### config.mk
export PLATFORM = sky130hd
export DESIGN_NAME = led_status_arbiter
export DESIGN_NICKNAME = d
export VERILOG_FILES = /design/src/rtl/led_status_arbiter.sv
export SDC_FILE = /design/constraint.sdc
export NUM_CORES = 1
export LEC_CHECK = 0
export BUFFER_PORTS_ARGS = -buffer_cell sky130_fd_sc_hd__buf_2
export CAP_MARGIN = 20
export CELL_PAD_IN_SITES_DETAIL_PLACEMENT = 0
export CELL_PAD_IN_SITES_GLOBAL_PLACEMENT = 1
export CORE_MARGIN = 2
export CORE_UTILIZATION = 46
export DETAILED_ROUTE_END_ITERATION = 10
export GPL_TIMING_DRIVEN = 0
export PLACE_DENSITY_LB_ADDON = 0.12
export SLEW_MARGIN = 20
export SYNTH_ARGS = -nofsm -noshare
export SYNTH_HDL_FRONTEND = slang
export SYNTH_SLANG_ARGS = --single-unit
### constraint.sdc
create_clock -name clk_clk -period 2.7 [get_ports clk_clk]
set_input_delay 0.405 -clock clk_clk [delete_from_list [all_inputs] [get_ports clk_clk]]
set_output_delay 0.405 -clock clk_clk [all_outputs]
set_load 0.01 [all_outputs]
### src/rtl/led_status_arbiter.sv
// led_status_arbiter: chooses the board LED pattern among heartbeat, HPS pattern, done flash and latched fault.
module led_status_arbiter #(
  parameter int TICK_DIV    = 5000000,
  parameter int HOLD_TICKS  = 20,
  parameter int FLASH_TICKS = 6
) (
  input  logic       clk_clk,
  input  logic       reset_reset,
  input  logic [7:0] hps_leds,
  input  logic       ann_busy,
  input  logic       ann_done,
  input  logic       ann_err,
  input  logic [7:0] err_code,
  input  logic       err_clr,
  output logic [7:0] leds_out,
  output logic [1:0] state_o
);
  localparam int CW = $clog2(TICK_DIV);
  typedef enum logic [1:0] {HEARTBEAT = 2'd0, HPS = 2'd1, DONE = 2'd2, ERROR = 2'd3} state_t;
  state_t state, state_nxt;
  logic [CW-1:0] cnt;
  logic tick, hb, hb_nxt, hps_chg;
  logic [7:0] hps_prev, hold_cnt, hold_nxt, flash_cnt, flash_nxt, code, code_nxt, leds_nxt, hb_leds;
  assign tick    = cnt == CW'(TICK_DIV - 1);
  assign hb_nxt  = hb ^ tick;
  assign hps_chg = hps_leds != hps_prev;
  assign hb_leds = {ann_busy, 6'b0, hb_nxt};
  assign state_o = state;
  always_ff @(posedge clk_clk or posedge reset_reset) begin
    if (reset_reset) begin
      cnt       <= '0;
      hb        <= 1'b0;
      hps_prev  <= 8'h00;
      state     <= HEARTBEAT;
      hold_cnt  <= 8'h00;
      flash_cnt <= 8'h00;
      code      <= 8'h00;
      leds_out  <= 8'h00;
    end else begin
      cnt       <= tick ? '0 : cnt + 1'b1;
      hb        <= hb_nxt;
      hps_prev  <= hps_leds;
      state     <= state_nxt;
      hold_cnt  <= hold_nxt;
      flash_cnt <= flash_nxt;
      code      <= code_nxt;
      leds_out  <= leds_nxt;
    end
  end
  always_comb begin
    state_nxt = state;
    hold_nxt  = hold_cnt;
    flash_nxt = flash_cnt;
    code_nxt  = code;
    leds_nxt  = leds_out;
    case (state)
      HEARTBEAT, HPS: begin
        if (ann_err) begin
          state_nxt = ERROR;
          code_nxt  = err_code;
          leds_nxt  = err_code;
        end else if (ann_done) begin
          state_nxt = DONE;
          flash_nxt = 8'(FLASH_TICKS);
          leds_nxt  = 8'hFF;
        end else if (hps_chg) begin
          state_nxt = HPS;
          hold_nxt  = 8'(HOLD_TICKS);
          leds_nxt  = hps_leds;
        end else if (state == HPS && tick && hold_cnt <= 8'd1) begin
          state_nxt = HEARTBEAT;
          hold_nxt  = 8'h00;
          leds_nxt  = hb_leds;
        end else if (state == HPS) begin
          hold_nxt  = tick ? hold_cnt - 8'd1 : hold_cnt;
          leds_nxt  = hps_leds;
        end else begin
          leds_nxt  = hb_leds;
        end
      end
      DONE: begin
        if (ann_err) begin
          state_nxt = ERROR;
          code_nxt  = err_code;
          leds_nxt  = err_code;
        end else if (ann_done) begin
          flash_nxt = 8'(FLASH_TICKS);
          leds_nxt  = 8'hFF;
        end else if (tick && flash_cnt <= 8'd1) begin
          state_nxt = HEARTBEAT;
          flash_nxt = 8'h00;
          leds_nxt  = hb_leds;
        end else if (tick) begin
          flash_nxt = flash_cnt - 8'd1;
          leds_nxt  = ~leds_out;
        end
      end
      ERROR: begin
        // a fresh fault arriving with the acknowledge replaces the latched one
        if (err_clr && ann_err) begin
          code_nxt  = err_code;
          leds_nxt  = err_code;
        end else if (err_clr) begin
          state_nxt = HEARTBEAT;
          leds_nxt  = hb_leds;
        end
      end
      default: state_nxt = HEARTBEAT;
    endcase
  end
endmodule
== Word level (Yosys, flattened, before mapping) ==
Index checks and enable logic that the tools add are counted.
Storage, ports and cells
  register bits: 58
  input bits: 22
  output and inout port bits: 10
Cells by class
  bitwise gates (word level): 4
  eq/ne operators: 16
  $lt $le $gt $ge: 2
  multiplexer cells: 34
  reduce and logical (&&, ||, !) cells: 13
  $add $sub $neg: 3
Operator list (count)
  8-bit 2-to-1 mux: 21
  8-bit one-hot mux with 3 select lines: 1
  23-bit by 1-bit adder with 23-bit output (second input constant): 1
  23-bit equality test (second input constant): 1
  23-bit 2-to-1 mux: 1
  2-bit 2-to-1 mux: 9
  8-bit by 1-bit less-or-equal comparator with 1-bit output (second input constant): 2
  8-bit one-hot mux with 2 select lines: 1
  8-bit by 1-bit subtractor with 8-bit output (second input constant): 2
  5-bit AND reduction: 3
  2-bit inequality test (second input constant): 5
  5-bit inequality test (second input constant): 2
  3-bit inequality test (second input constant): 3
  8-bit inequality test: 1
  8-bit inverter: 1
  2-bit one-hot mux with 3 select lines: 1
  3-bit nonzero test: 2
  2-bit equality test (second input constant): 2
  1-bit logical AND: 4
  4-bit inequality test (second input constant): 1
  2-bit by 1-bit equality test with 1-bit output (second input constant): 1
  2-bit zero test: 1
  1-bit inverter: 2
  2-bit AND reduction: 1
  3 further kinds: 3

== Longest topological paths before layout ==
  depth after elaboration: 8
  depth in mapped cells: 9
  gate-level depth less buffers: 8

== Worst setup path before layout ==
Ideal clock, no wire load.
  path type: register to register
  start point: reg hold_cnt[3]
  end point: reg leds_out[1]
  setup time: 125 ps
  setup slack: 349 ps
  stages on the path, launching flop included: 7
  data arrival time: 2226 ps
  path buffers: 0
  cell sequence: dfrtp_1 -> or4_4 -> or4_4 -> o31ai_4 -> a31o_4 -> o2bb2ai_2 -> mux2_4
On the way
  word-level cells in the longest chain between the ends: 7
Ends and longest elaborated chain
  from (decl): RTL line 23  | logic [7:0] hps_prev, hold_cnt, hold_nxt, flash_cnt, flash_nxt, code, code_nxt, leds_nxt, hb_leds;
  from (signal assigned): RTL line 44  | hold_cnt <= hold_nxt;
  8-bit by 1-bit less-or-equal comparator with 1-bit output: RTL line 70  | end else if (state == HPS && tick && hold_cnt <= 8'd1) begin
  1-bit logical AND: RTL line 70
  8-bit 2-to-1 mux: RTL line 70
  8-bit 2-to-1 mux: RTL line 66  | end else if (hps_chg) begin
  8-bit 2-to-1 mux: RTL line 62  | end else if (ann_done) begin
  8-bit 2-to-1 mux: RTL line 58  | if (ann_err) begin
  8-bit one-hot mux with 3 select lines: RTL line 56  | case (state)
  to (signal assigned): RTL line 47  | leds_out <= leds_nxt;
  to (decl): RTL line 15  | output logic [7:0] leds_out,
Every way passes these cells.
A chain may end at the register's enable or synchronous reset.

== Worst setup path in the final report ==
  start point: reg hold_cnt[3]
  end point: reg hold_cnt[5]
On the way
  word-level cells in the longest chain between the ends: 5
  elaborated cells on any way between the ends: 10
  those cells by class: 1 x add/sub; 1 x order compare; 4 x mux; 4 x reduce/logical
Ends and longest elaborated chain
  8-bit by 1-bit subtractor with 8-bit output: RTL line 75  | hold_nxt = tick ? hold_cnt - 8'd1 : hold_cnt;
  8-bit 2-to-1 mux: RTL line 75
  8-bit 2-to-1 mux: RTL line 74  | end else if (state == HPS) begin
  8-bit 2-to-1 mux: RTL line 70
  8-bit 2-to-1 mux: RTL line 66
Several ways; a longest one is shown, not always the timed one. The select of a mux whose other input is x is not followed.

==> results.py <==
metrics = {
    "grt": {
        "grt_pass1_wl_um": 13000,
        "groute.usage.overall_pct": 21.6,
        "global_route.overflow_total": 0,
        "via_count_of_the_first_global_routing_pass": 2658,
        "initial_antenna_violation_count": 0,
        "grt_start_max_net_pins": 39,
    },
    "sta": {
        "finalSetupViolations": 0,
        "timing.final.ws_setup_ns": 0.154,
        "worst_slew_pin_slew_ns": 0.540,
        "final_critical_period_ns": 2.55,
        "timing.slew.headroom_pct": 63.9,
        "hold_viol": 0,
        "max_freq_ghz": 0.393,
        "timing.final.max_slew_violations": 0,
        "finalClockSkew_ns": 0.00812,
        "timing.final.crit_share_pct": 94.3,
    },
    "clocking": {
        "tritoncts_clock_tree": "done",
        "clockBufferDepth": 2,
        "clkLatencyLatePin_ns": 0.34,
        "holdBufCountCts": 0,
        "cts_sinks": 58,
        "cts_made_buffers": 9,
        "cts.clk_slew.worst_paths_ns": 0.07,
        "htreeDepth": 3,
        "clock_tree_root_buffer_cell": "sky130_fd_sc_hd__clkbuf_8",
    },
    "floorplanning": {
        "die_h_um": 89.1,
        "core_sq_mm": 0.00714,
        "die-area_sq_mm": 0.00794,
        "fp-row-count": 31,
        "design.portCount": 32,
        "floorplan.initialDensity_pct": 46.7,
        "die-width_um": 89.1,
    },
    "power_and_ir_drop": {
        "power.share.sequential_pct": 45.2,
        "switchingPower_mw": 0.593,
        "p_total_mw": 2.13,
        "p_int_mw": 1.54,
        "power_density_mw_per_mm2": 555,
        "power_frac_comb_pct": 16.3,
        "switching_share_pct": 27.8,
        "leakagePower_nw": 1.64,
        "vdd_ir_drop_max_mv": 0.309,
        "proportion_of_power_drawn_by_the_clock_network_pct": 38.4,
    },
    "setup_path": {
        "worst_setup_path_endpoint": "hold_cnt[5]",
        "setup.worst_path.start": "hold_cnt[3]",
        "setup.reg_to_reg.worst_slack_ns": 0.15,
        "worstPathMaxFanout": 8,
        "worst-endpoint-required_ns": 2.92,
        "r2r_cells": 6,
        "endpoint_kind": "register",
        "start_kind": "register",
        "worst-setup-path-type": "register to register",
        "rr_endpoint": "hold_cnt[5]",
        "crit-reg2reg-launch": "hold_cnt[3]",
        "arrival_time_worst_endpoint_ns": 2.76,
    },
    "final_layout": {
        "fill_cells": 713,
        "register_area_sq_mm": 0.00145,
        "drive_gt1_share_pct": 14.6,
        "multi_input_comb_area_sq_mm": 0.00180,
        "antennaDiodeCount": 0,
        "synthToLayoutAreaGrowth_pct": 15.4,
        "post_layout_nets": 427,
    },
    "hold_path": {
        "timing.hold.worst.class": "input pin to asynchronous set/reset pin",
    },
    "detailed_routing": {
        "firstDrtPassIters": 4,
        "route.detailed.vias_per_inst": 5.63,
        "route.detailed.wl_per_inst_um": 15.8,
        "vias": 2836,
        "drt_wl_total_um": 7990,
        "drtAntennaViolNets": 0,
        "drc_errors": 0,
        "number_of_drc_markers_after_the_initial_detailed_route_iteration": 133,
    },
    "place": {
        "gp_congestion": 0.784,
        "hpwlAfterDp_um": 5790,
        "preCtsSetupSlack_ns": -0.0693,
        "numPortBuffers": 30,
    },
    "logic_synthesis": {
        "synth_warnings": 0,
        "synth_top_flop_cell": "sky130_fd_sc_hd__dfrtp_1",
        "synth.ff_latch_count": 58,
        "postSynth.asyncResetShare_pct": 100,
        "synth.top_cells.by_area": "sky130_fd_sc_hd__dfrtp_1 (44%), sky130_fd_sc_hd__nor2_1 (7.5%), sky130_fd_sc_hd__xnor2_1 (6.6%)",
        "synth.yosys.seq_area_share_pct": 43.6,
        "syn-mean-instance-area_sq_um": 9.36,
        "synth_largest_area_cell": "sky130_fd_sc_hd__dfrtp_1",
        "synthCells": 356,
        "syn_nets": 383,
        "synthDistinctLibCells": 55,
        "synthDominantCellAreaShare_pct": 43.6,
        "synth_area_sq_mm": 0.00333,
        "synth-edff-count": 0,
    },
    "run_status": {
        "run_status": "completed",
    },
    "flow_run": {
        "cap_violations": 0,
    },
}
cell families after synthesis:
family,count (synthesis),share of synthesized area [%]
AOI/OAI and AO/OA,70,15.8
xor gates and xnor gates,34,8.94
adders and majority gates,5,1.88
buffers and inverters,21,2.37
DFF,58,43.6
muxes,5,1.65
and+or+nand+nor,163,25.8
final cells by class:
cell class | instances | area share [%]
Buffer | 11 | 1.11
Clock buffer | 14 | 4.23
Clock inverter | 2 | 0.911
Inverter | 10 | 1.04
Multi-Input combinational cell | 277 | 46.9
Sequential cell | 58 | 37.7
Tap cell | 99 | 3.22
Timing Repair Buffer | 33 | 4.82
metal layers:
metal | vias up | track usage, % | wire length, um
met5 | - | 0 | 0
met4 | 0 | 9.77 | 178
met3 | 15 | 4.06 | 392
met2 | 75 | 31.7 | 3430
met1 | 1360 | 30.9 | 3980
li1 | 1386 | - | -
registers in the layout, summed over array words and instances (netlist names):
register   flops
cnt           23
leds_out       8
flash_cnt      8
hps_prev       8
hold_cnt       8
state_o        2
hb             1
per-stage QoR:
stage | hold WS (ns) | TNS [ns] | instance area, sq um | utilization (%) | instances
global placement | 0.463 | -0.0934 | 3610 | 50.5 | 485
floorplan | 0.436 | 0 | 3330 | - | 356
finish | 0.0120 | 0 | 3840 | 53.9 | 504
global route | 0.0271 | -0.0323 | 3840 | 53.9 | 504
CTS | 0.00728 | 0 | 3830 | 53.6 | 502
detailed placement | 0.382 | -0.0693 | 3630 | 50.8 | 486
synthesized netlist by cell type, types with 5 or more instances:
library cell,instances
sky130_fd_sc_hd__nand3_1,16
sky130_fd_sc_hd__and3_1,5
sky130_fd_sc_hd__dfrtp_1,58
sky130_fd_sc_hd__o31ai_1,5
sky130_fd_sc_hd__nor3_1,9
sky130_fd_sc_hd__xnor2_1,25
sky130_fd_sc_hd__a21oi_1,6
sky130_fd_sc_hd__nor2_1,67
sky130_fd_sc_hd__nand2_1,14
sky130_fd_sc_hd__nor4_1,5
sky130_fd_sc_hd__xor2_1,9
sky130_fd_sc_hd__o311ai_0,5
sky130_fd_sc_hd__and4_1,5
sky130_fd_sc_hd__nand4_1,6
sky130_fd_sc_hd__o22a_1,7
sky130_fd_sc_hd__o21ai_1,8
sky130_fd_sc_hd__nand2b_1,5
sky130_fd_sc_hd__inv_1,10
sky130_fd_sc_hd__ha_1,5
sky130_fd_sc_hd__clkbuf_1,11
sky130_fd_sc_hd__o21ai_0,10
sky130_fd_sc_hd__and2_1,8
critical path: stages, from the launching register on:
cell	delay, ns
sky130_fd_sc_hd__dfrtp_1	0.46
sky130_fd_sc_hd__or4_4	0.60
sky130_fd_sc_hd__or4_4	0.56
sky130_fd_sc_hd__nor4_4	0.28
sky130_fd_sc_hd__nor2_1	0.15
sky130_fd_sc_hd__nand2b_1	0.24
sky130_fd_sc_hd__o31ai_1	0.12
what timing repair did:
item                       in CTS  in global routing
pin swaps                       0                  1
setup endpoints to repair       1                  9
buffers inserted                0                  2
gates resized for setup         1                  2
hold endpoints to repair        0                  0
cell usage in the layout (no fill, tap or decap), types with 10 or more instances in the layout:
cell type	instances
sky130_fd_sc_hd__clkbuf_8	11
sky130_fd_sc_hd__buf_2	30
sky130_fd_sc_hd__xnor2_1	25
sky130_fd_sc_hd__nand3_1	16
sky130_fd_sc_hd__nor2_1	66
sky130_fd_sc_hd__nand2_1	14
sky130_fd_sc_hd__o21ai_0	10
sky130_fd_sc_hd__clkbuf_1	13
sky130_fd_sc_hd__dfrtp_1	58
power groups by stage:
stage	registers, mW	clock network (mW)	logic, mW
2_1_floorplan	0.982	0	0.226
5_1_grt	0.970	0.881	0.389
3_5_place_dp	0.980	0	0.347
4_1_cts	0.964	0.842	0.349
3_3_place_gp	0.978	0	0.340
6_report	0.965	0.819	0.348
worst min-delay path by stage:
stage,start,end,slack (ns),cells past startpoint
2_1_floorplan,hps_leds[0],hps_prev[0],0.44,0
3_3_place_gp,cnt[4],cnt[4],0.46,1
3_5_place_dp,reset_reset,leds_out[6],0.38,2
4_1_cts,reset_reset,leds_out[3],0.007,2
5_1_grt,reset_reset,leds_out[2],0.03,2
6_report,reset_reset,leds_out[6],0.01,2
(Power assumes the default switching activity.)
